## src/rtl/lcd_cmd_arb.sv

```systemverilog
// lcd_cmd_arb: command arbiter and sequencer in front of the LCD image
// controller. Two requesters queue 3-bit commands into private FIFOs.
// The FIFOs are granted round-robin, and one command at a time is issued
// to the controller while its busy flag is honoured. Command 0 (write) is
// terminal. After it is issued, both queues are flushed, the block waits
// for lcd_done and then raises all_done.
//
// Ports:
//   clk, reset               single clock, synchronous active-high reset
//   req0_valid/cmd/ready     requester 0 push interface
//   req1_valid/cmd/ready     requester 1 push interface
//   lcd_busy, lcd_done       controller status
//   cmd, cmd_valid           registered command and one-cycle issue strobe
//   grant_id                 requester that supplied the current cmd
//   issued_cnt               commands issued since reset, saturates at 255
//   all_done                 sticky completion flag
module lcd_cmd_arb #(
    parameter int FIFO_DEPTH = 4
) (
    input  logic       clk,
    input  logic       reset,
    input  logic       req0_valid,
    input  logic [2:0] req0_cmd,
    output logic       req0_ready,
    input  logic       req1_valid,
    input  logic [2:0] req1_cmd,
    output logic       req1_ready,
    input  logic       lcd_busy,
    input  logic       lcd_done,
    output logic [2:0] cmd,
    output logic       cmd_valid,
    output logic       grant_id,
    output logic [7:0] issued_cnt,
    output logic       all_done
);

    localparam int AW = $clog2(FIFO_DEPTH);
    localparam logic [AW:0]   CNT_FULL = (AW + 1)'(FIFO_DEPTH);
    localparam logic [AW:0]   CNT_ONE  = (AW + 1)'(1);
    localparam logic [AW-1:0] PTR_ONE  = AW'(1);

    typedef enum logic [2:0] {BOOT, ARB, ISSUE, GAP, DRAIN, FINISH} state_t;

    state_t state;
    logic   rr;

    // Index 0/1 selects the requester.
    logic [2:0]    mem [2][FIFO_DEPTH];
    logic [AW-1:0] wr_ptr [2];
    logic [AW-1:0] rd_ptr [2];
    logic [AW:0]   count [2];

    logic [1:0] req_valid;
    logic [2:0] req_cmd [2];
    logic [1:0] req_ready;
    logic [1:0] empty;
    logic [1:0] full;
    logic [1:0] push;
    logic [1:0] pop;
    logic       accepting;
    logic       grant_sel;
    logic       pop_en;
    logic       flush;
    logic [2:0] head;

    assign req_valid  = {req1_valid, req0_valid};
    assign req_cmd[0] = req0_cmd;
    assign req_cmd[1] = req1_cmd;
    assign req0_ready = req_ready[0];
    assign req1_ready = req_ready[1];

    // NOTE: every signal written in always_comb gets a value at the top of
    // the block, so no path can leave it unassigned and infer a latch.
    always_comb begin
        accepting = (state == BOOT) || (state == ARB) ||
                    (state == ISSUE) || (state == GAP);
        empty     = '0;
        full      = '0;
        req_ready = '0;
        push      = '0;
        pop       = '0;
        for (int i = 0; i < 2; i++) begin
            empty[i]     = (count[i] == '0);
            full[i]      = (count[i] == CNT_FULL);
            req_ready[i] = !full[i] && accepting;
            push[i]      = req_valid[i] && req_ready[i];
        end
        // When both FIFOs hold data, rr decides. Otherwise the one with
        // data wins. If FIFO 0 is empty, FIFO 1 is the only candidate.
        grant_sel = (!empty[0] && !empty[1]) ? rr : empty[0];
        pop_en    = (state == ARB) && !lcd_busy && (empty != 2'b11);
        pop[0]    = pop_en && !grant_sel;
        pop[1]    = pop_en && grant_sel;
        head      = mem[grant_sel][rd_ptr[grant_sel]];
        // cmd still holds the command issued last cycle while in ISSUE.
        flush     = (state == ISSUE) && (cmd == 3'd0);
    end

    // NOTE: the storage array has no reset. Validity comes from count
    // alone, so clearing the data words would only add reset fan-out.
    always_ff @(posedge clk) begin
        for (int i = 0; i < 2; i++) begin
            if (push[i]) mem[i][wr_ptr[i]] <= req_cmd[i];
        end
    end

    // NOTE: sequential state uses non-blocking assignments only, so every
    // always_ff reads the pre-edge values regardless of evaluation order.
    always_ff @(posedge clk) begin
        for (int i = 0; i < 2; i++) begin
            if (reset || flush) begin
                wr_ptr[i] <= '0;
                rd_ptr[i] <= '0;
                count[i]  <= '0;
            end else begin
                if (push[i]) wr_ptr[i] <= wr_ptr[i] + PTR_ONE;
                if (pop[i])  rd_ptr[i] <= rd_ptr[i] + PTR_ONE;
                if (push[i] && !pop[i])
                    count[i] <= count[i] + CNT_ONE;
                else if (pop[i] && !push[i])
                    count[i] <= count[i] - CNT_ONE;
            end
        end
    end

    always_ff @(posedge clk) begin
        if (reset) begin
            state      <= BOOT;
            rr         <= 1'b0;
            cmd        <= 3'd0;
            cmd_valid  <= 1'b0;
            grant_id   <= 1'b0;
            issued_cnt <= 8'd0;
            all_done   <= 1'b0;
        end else begin
            case (state)
                // Wait for the controller to finish its image load.
                BOOT: if (!lcd_busy) state <= ARB;
                ARB: begin
                    if (pop_en) begin
                        cmd       <= head;
                        grant_id  <= grant_sel;
                        cmd_valid <= 1'b1;
                        rr        <= !grant_sel;
                        if (issued_cnt != 8'hFF) issued_cnt <= issued_cnt + 8'd1;
                        state     <= ISSUE;
                    end
                end
                ISSUE: begin
                    cmd_valid <= 1'b0;
                    state     <= (cmd == 3'd0) ? DRAIN : GAP;
                end
                // One idle cycle so the controller's busy response is visible.
                GAP: state <= ARB;
                DRAIN: begin
                    if (lcd_done) begin
                        all_done <= 1'b1;
                        state    <= FINISH;
                    end
                end
                FINISH: all_done <= 1'b1;
                default: state <= BOOT;
            endcase
        end
    end

endmodule

```

## config.mk

```make
export PLATFORM = sky130hd
export DESIGN_NAME = lcd_cmd_arb
export DESIGN_NICKNAME = d
export VERILOG_FILES = /design/src/rtl/lcd_cmd_arb.sv
export SDC_FILE = /design/constraint.sdc
export NUM_CORES = 1
export LEC_CHECK = 0
export BUFFER_PORTS_ARGS = -buffer_cell sky130_fd_sc_hd__buf_2
export CAP_MARGIN = 20
export CORE_MARGIN = 4
export CORE_UTILIZATION = 50
export CTS_BUF_LIST = sky130_fd_sc_hd__clkbuf_2
export DETAILED_ROUTE_END_ITERATION = 10
export PLACE_DENSITY = 0.72
export SYNTH_ARGS = -nofsm -noshare
export SYNTH_HDL_FRONTEND = slang
export SYNTH_SLANG_ARGS = --single-unit
export TNS_END_PERCENT = 30
```

## constraint.sdc

```tcl
create_clock -name clk -period 2.8 [get_ports clk]
set_input_delay 0.28 -clock clk [delete_from_list [all_inputs] [get_ports clk]]
set_output_delay 0.28 -clock clk [all_outputs]
set_load 0.01 [all_outputs]
```

# [After elaboration in Yosys (flattened, before gate mapping)]
# Memory sizes are Yosys's and may differ from the RTL's.
# Cells that the tools add are included.
[word_totals] ram_bits=38 inputBits=12 latchBits=0 romBits=0 wordCells=145 register_bits=18 memories=4
[memory_table] memory="mem" depth=2 word_bits=12 read_ports=1 rd_ports_with_merged_regs=0 wr=2 line="48" text="logic [2:0] mem [2][FIFO_DEPTH];"
[memory_table] memory="count" depth=2 word_bits=3 read_ports=2 rd_ports_with_merged_regs=0 wr=2 line="51" text="logic [AW:0] count [2];"
[memory_table] memory="rd_ptr" depth=2 word_bits=2 read_ports=3 rd_ports_with_merged_regs=0 wr=2 line="50" text="logic [AW-1:0] rd_ptr [2];"
[memory_table] memory="wr_ptr" depth=2 word_bits=2 read_ports=2 rd_ports_with_merged_regs=0 wr=2 line="49" text="logic [AW-1:0] wr_ptr [2];"
[classes] n_eq_ne=12 n_div=0 reduce_logical=41 muxes=55 n_addsub=9 n_lt_le_gt_ge=5 bitwise=12 mul=0 n_shift=0
[ops] operator="$mux W3" n=12
[ops] operator="$mux W1" n=31
[ops] operator="$mux W12" n=2
[ops] operator="$pmux W3 S6" n=1
[ops] operator="$logic_and A1 B1 Y1" n=16
[ops] operator="$demux W3 S2" n=2
[ops] operator="$eq A3 B3 Y1 const B" n=4
[ops] operator="$logic_not A3 Y1" n=4
[ops] operator="$logic_not A1 Y1" n=10
[ops] operator="$ge A3 B3 Y1 const B" n=3
[ops] operator="$not A2 Y3" n=3
[ops] operator="$add A2 B1 Y2 const B" n=4
[ops] operator="$add A8 B1 Y8 const B" n=1
[ops] operator="$mux W2" n=4
[ops] operator="$ne A2 B2 Y1 const B" n=4
[ops] operator="$ne A8 B8 Y1 const B" n=1
[ops] operator="$or A1 B1 Y1" n=8
[ops] operator="$add A3 B1 Y3 const B" n=2
[ops] operator="$bmux W3 S2" n=1
[ops] operator="$eq A3 B2 Y1 const B" n=2
[ops] operator="$lt A3 B1 Y1 const B" n=2
[ops] operator="$reduce_and A2 Y1" n=3
[ops] operator="$sub A3 B1 Y3 const B" n=2
[ops] operator="$logic_or A1 B1 Y1" n=4
[ops] operator="other kinds (6)" n=8

# [Depth between registers and ports, before layout]
# Gate-level depths: netlist of run 1.
[logic_depth] ltp_word=13 depth_mapped=10 depth_no_buf=10

# [Worst setup path before layout of run 1]
# No wires, ideal clock.
[synth_path] path_type="reg-to-reg" start="memory count[0][0] (netlist name)" end="memory count[1][2] (netlist name) (data pin)" setup_ps=147 arrival_time_ps=2283 slack_ps=370 t_required_ps=2653 stages_incl_launch_ff=11 cell_sequence="edfxtp_1 > inv_1 > ha_1 > nor2b_1 > o211ai_1 > nor3_1 > xor2_1 > ha_1 > or3_1 > a211o_1 > a21oi_1"
[synth_rtl] element="start, declared" line="51"

==> results of run 1 <==
==> how the worst min path moves through the flow <==
stage                       endpoint   startpoint  cells after the start  slack (ps)
final                     mem[1][11]  req1_cmd[2]                      1          20
after CTS                 mem[1][11]  req1_cmd[2]                      1          20
after global placement      all_done     all_done                      2         430
after detailed placement    all_done     all_done                      2         460
after global routing      mem[1][11]  req1_cmd[2]                      1           2
after floorplan            mem[0][0]  req0_cmd[0]                      0         380
==> power breakdown <==
part	switching (W)	total [W]	leakage, nW	internal [W]
logic	0.000245	0.000425	0.584	0.000180
registers	0.0000795	0.00107	0.517	0.000989
clock network	0.000245	0.000403	0.0432	0.000159
==> cell type report <==
type                            instances  area share, %
Clock buffer                            7           1.16
Clock inverter                          1          0.993
Inverter                                9           1.12
Multi-Input combinational cell        158           37.7
Sequential cell                        56           49.6
Tap cell                               70           2.90
Timing Repair Buffer                   34           6.45
==> stage by stage <==
step / setup WS, ps / hold slack [ps] / utilization [%] / area (um2)
global placement: 414 / 432 / 56.3 / 2930
CTS: 302 / 16.2 / 57.5 / 2990
detailed placement: 362 / 456 / 56.3 / 2930
global route: 130 / 2.21 / 58.1 / 3020
finish: 305 / 18.4 / 58.1 / 3020
floorplan: 370 / 379 / - / 2720
==> critical path: stages, from the launching register on <==
cell     delay [ps]
dfxtp_1         530
nor3b_1         480
a21o_1          210
nor3_1           60
xor2_1          140
ha_1            220
or3_1           320
a211o_1         260
a21oi_1         130
==> cells by family after synthesis <==
kind of cell	count (synthesis)	synth area share (%)
buf+inv	18	2.85
compound gates	45	10.9
xor+xnor	5	1.61
mux	6	4.97
fa+ha+maj	13	5.98
flops	56	55.2
simple gates	89	18.5
==> sequential cells by signal (all words and copies together), names as in the netlist <==
signal,cells
all_done,1
cmd,3
cmd_valid,1
count,6
grant_id,1
issued_cnt,8
mem,24
rd_ptr,4
rr,1
state,3
wr_ptr,4
==> cells in the mapped netlist (3+ instances only) <==
cell,count,share of area (%)
nand3_1,7,1.3
nor3_1,14,2.6
nand2_1,16,2.2
xnor2_1,3,0.97
mux4_2,6,5.0
and2_1,5,1.1
nor3b_1,3,0.83
dfxtp_1,18,13
o21ai_0,5,0.92
o31ai_1,3,0.83
inv_1,9,1.2
or3_1,5,1.1
clkbuf_1,5,0.69
edfxtp_1,38,42
a21oi_1,20,3.7
a311oi_1,4,1.3
nor2_1,10,1.4
nand2b_1,5,1.1
o211ai_1,3,0.83
ha_1,13,6.0
and3_1,9,2.1
nor2b_1,6,1.4
==> routing by layer <==
| metal | global-route usage, % | share of wire, % | wire length, um | vias up |
|---|---|---|---|---|
| met5 | 0 | 0 | 0 | - |
| met4 | 6.31 | 2.0 | 103 | 0 |
| met3 | 3.95 | 5.1 | 255 | 9 |
| met2 | 24.9 | 46 | 2320 | 36 |
| met1 | 23.2 | 47 | 2360 | 866 |
| li1 | - | - | - | 935 |
==> repair_timing <==
action	4_1_cts	5_1_grt
setup buffers	0	0
hold endpoints to repair	0	12
endpoints found under the setup margin	0	0
hold buffers	0	3
==> out/qor.txt, run 1 <==
Fin. max-slew vios -> 0
Overflow after GRT -> 0
Crit Reg-Reg Startpoint -> state[1]
Final non-filler cell total -> 335
# clock sinks -> 56
Fillers -> 443
Fin. Hold Viols -> 0
Multi-input gate area -> 0.00114 mm2
Worst endpoint data arrival time -> 2790 ps
Syn nets -> 257
Post-route ant nets -> 0
Clock skew -> 34.3 ps
Skew-Pair Late Insertion Delay -> 440 ps
RR Endpoint -> count[1][2]
Max-slew headroom -> 52.9%
CTS Buf Count -> 5
Routed wire per std cell -> 15.1 um
Peak supply drop -> 0.000432 V
Pwr Total -> 0.00190 W
Die area -> 0.00668 mm2
Wirelength, routed -> 5050 um
Clock slew seen by the registers of the worst setup and hold paths -> 280 ps
Cell variety after synth -> 42
Synth Flop Type -> edfxtp_1
CTS tree -> done
Netlist Area Pre-Place -> 0.00272 mm2
Critical path origin -> state[1]
Hold Crit Class -> in2reg
Share of cells above drive strength 1 -> 18.9%
Commonest non-fill, non-tap cell in the layout -> edfxtp_1
CP required -> 3090 ps
Crit path kind -> reg2reg
GP Congestion -> 0.778
Die extent in x -> 81.8 um
Worst slew pin tran -> 706 ps
Sequential share of the synthesized area -> 55.2%
Commonest non-fill, non-tap cells in the layout -> edfxtp_1, buf_2, a21oi_1, dfxtp_1, nand2_1
1st-iter DRT viols -> 76
FF-to-FF setup slack -> 310 ps
Initial Utilization -> 52.3%
Setup TNS -> 0 ps
Final setup viols -> 0
Pwr dens -> 627 mW/mm2
Vias -> 1846
Total GRT Usage -> 16.6%
Post-DP HPWL -> 3670 um
Antenna violations before repair -> 0
Synth Register Bits -> 56
Vias per inst -> 5.51
H-tree depth -> 2
Fmax -> 0.401 GHz
Startpoint Class -> flip-flop
Static leakage power -> 1.14 nW
Area Overhead vs Synth -> 11.2%
Cell count after synthesis -> 232
Row Count -> 26
I/O pin count -> 28
Status -> finished clean
PortBufs -> 27
Synthesis Warnings -> 0
CP max FO -> 7
Layout net count -> 289
Clk buf depth -> 2
First drt pass iteration count -> 4
RSZ-0062 raised after global routing -> no
Vias in the first global route -> 1750
Die extent in y -> 81.8 um
Resized cells post-CTS -> 0
Async SR Flop Fraction -> 0%
DRC -> 0
Antenna Diode Count -> 0
Max Cap Viol -> 0
DP Cell Count -> 324
CTS Root Cell -> clkbuf_2
R2R cell count -> 8
Worst setup path endpoint -> count[1][2]
Setup crit end kind -> flip-flop
Post-route minimum period -> 2490 ps
Post-synth EDFFs -> 38
Largest net degree at the start of global routing -> 21
FF+latch area -> 0.00150 mm2
Syn Area/Cell -> 11.7 um2
Core area -> 0.00520 mm2
Final period util -> 89.1%
First-pass GRT wire length -> 8310 um
Note: power is estimated with default switching activity, not from simulation.
==> inputs of run 2 (changes only) <==
--- a/config.mk
+++ b/config.mk
@@ -13,2 +13,3 @@
 export DETAILED_ROUTE_END_ITERATION = 10
+export GPL_TIMING_DRIVEN = 0
 export PLACE_DENSITY = 0.72
--- a/constraint.sdc
+++ b/constraint.sdc
@@ -3,2 +3,2 @@
 set_output_delay 0.28 -clock clk [all_outputs]
-set_load 0.01 [all_outputs]
+set_load 0.1 [all_outputs]
==> out/qor.txt, run 2 (same netlist as run 1, synthesis figures left out) <==
H-tree depth -> 2 (unchanged)
Worst slew pin tran -> 719 ps (+12.5 ps)
RSZ-0062 raised after global routing -> no
Initial Utilization -> 52.3% (unchanged)
Clk buf depth -> 2 (unchanged)
Row Count -> 26 (unchanged)
Vias per inst -> 5.59 (+1.5%)
Vias in the first global route -> 1770 (+1.1%)
Total GRT Usage -> 16.6% (+0.062 points)
Setup WS pre-CTS -> 31.5 ps (-330 ps)
Number of flip-flops in the largest register -> 24 (unchanged)
Post-route ant nets -> 0 (unchanged)
Skew-Pair Late Insertion Delay -> 440 ps (about the same)
Routed wire per std cell -> 14.7 um (-2.5%)
CP most frequent cell -> ha_1
Status -> finished clean
Startpoint Class -> flip-flop
Core area -> 0.00520 mm2 (unchanged)
Commonest non-fill, non-tap cell in the layout -> edfxtp_1
Commonest non-fill, non-tap cells in the layout -> edfxtp_1, buf_2, a21oi_1, dfxtp_1, nand2_1
Peak supply drop -> 0.000386 V (-11%)
CTS Root Cell -> clkbuf_2
Worst endpoint data arrival time -> 2860 ps (+70 ps)
Static leakage power -> 1.18 nW (+3.2%)
Post-route minimum period -> 2570 ps (+77.8 ps)
Clock slew seen by the registers of the worst setup and hold paths -> 250 ps (-30 ps)
Highest Signal Layer -> met4
FF-to-FF setup slack -> 230 ps (-80 ps)
I/O pin count -> 28 (unchanged)
# clock sinks -> 56 (unchanged)
CP max FO -> 4 (-3)
Max-slew headroom -> 52.1% (-0.84 points)
Layout net count -> 298 (+3.1%)
Overflow after GRT -> 0 (unchanged)
Hold Crit Class -> in2reg
CP top delay family -> compound AO/OA/AOI/OAI gates
Antenna Diode Count -> 0 (unchanged)
Crit path kind -> reg2reg
PortBufs -> 27 (unchanged)
Final setup viols -> 0 (unchanged)
Largest net degree at the start of global routing -> 18 (-14%)
CP required -> 3080 ps (about the same)
Vias -> 1924 (+4.2%)
1st-iter DRT viols -> 88 (+16%)
Cell Chain, Critical Path -> inv_1 -> ha_1 -> nor2b_2 -> o211ai_1 -> nor3_2 -> xor2_1 -> ha_1 -> or3_1 -> a211o_1 -> a21oi_1
Post-DP HPWL -> 3770 um (+2.8%)
Die extent in x -> 81.8 um (unchanged)
Bufs and invs on worst path -> 1 (+1)
Fin. max-slew vios -> 0 (unchanged)
Die extent in y -> 81.8 um (unchanged)
DRC -> 0 (unchanged)
Die area -> 0.00668 mm2 (unchanged)
Final setup margin -> 227 ps (-77.8 ps)
Pwr dens -> 686 mW/mm2 (+9.4%)
Wirelength, routed -> 5050 um (+0.16%)
Setup TNS -> 0 ps (unchanged)
Setup crit end kind -> flip-flop
Met2 WL -> 2470 um (+6.4%)
First-pass GRT wire length -> 8360 um (+0.49%)
Fmax -> 0.389 GHz (-3.0%)
Final period util -> 91.9% (+2.8 points)
Clock skew -> 30.2 ps (-4.09 ps)
Share of cells above drive strength 1 -> 20.1% (+1.2 points)
DRT met1 WL -> 2330 um (-1.3%)
First drt pass iteration count -> 4 (unchanged)
Worst path max stage delay -> 430 ps (-100 ps)
CTS tree -> done
Antenna violations before repair -> 0 (unchanged)
Max Cap Viol -> 0 (unchanged)
Area Overhead vs Synth -> 14.5%
Wire length on met3 -> 191 um (-25%)
Fin. Hold Viols -> 0 (unchanged)
GP Congestion -> 0.753 (-3.2%)
Crit-path slowest cell -> edfxtp_1
CTS Buf Count -> 5 (unchanged)
-- run 2: changes by cell type in the layout (fill, tap and decap cells not counted), sizes merged --
cell         delta
clkbuf          +4
buf             +2
bufinv          +1
dlygate4sd3     +2
-- run 2: path summary, 6_finish.rpt --
| kind | from | cells after the start | to |
|---|---|---|---|
| worst min-delay path | req1_cmd[2] | 1 | mem[1][2] |
| worst max-delay path | count[0][0] | 10 | count[1][2] |
| worst min register to register | all_done | 2 | all_done |
| worst max register to register | count[0][0] | 10 | count[1][2] |
-- run 2: power breakdown --
part	switching, W	internal (W)	total, W	leakage [nW]
sequential	0.0000749	0.000988	0.00106	0.517
clock	0.000244	0.000244	0.000488	0.0532
combinational	0.000398	0.000189	0.000586	0.610
total	0.000716	0.00142	0.00214	1.18
-- run 2: what timing repair did --
| item | CTS | global route |
|---|---|---|
| buffers inserted | 1 | 1 |
| pin swaps | 1 | 0 |
| resized for setup | 0 | 3 |
| endpoints found under the hold margin | 0 | 20 |
| hold buffers | 0 | 5 |
| setup endpoints to repair | 1 | 1 |
-- run 2: metrics by stage --
step | area, um2 | instances | hold slack, ps | total power (W) | utilization [%]
final | 3110 | 344 | 52.6 | 0.00214 | 59.8
after global placement | 2950 | 329 | 432 | 0.00164 | 56.6
after detailed placement | 2950 | 329 | 444 | 0.00165 | 56.6
after CTS | 3040 | 338 | 15.4 | 0.00214 | 58.5
after global routing | 3110 | 344 | 2.44 | 0.00226 | 59.8
after floorplan | 2720 | 232 | 379 | 0.00153 | -
-- run 2: layout make-up --
| class | instances | area (um2) |
|---|---|---|
| fillers | 434 | 2090 |
| plain buffers | 9 | 43.8 |
| clock inverters | 2 | 60.1 |
| clock buffers | 6 | 30.0 |
| multi-input cells | 158 | 1160 |
| repair buffers | 34 | 200 |
| inverters | 9 | 33.8 |
| flip-flops and latches | 56 | 1500 |
| well taps | 70 | 87.6 |
-- run 2: layer usage --
metal / vias up / track usage [%]
met2: 31 / 26.7
met5: - / 0
met3: 7 / 3.84
li1: 957 / -
met4: 0 / 4.65
met1: 929 / 22.6
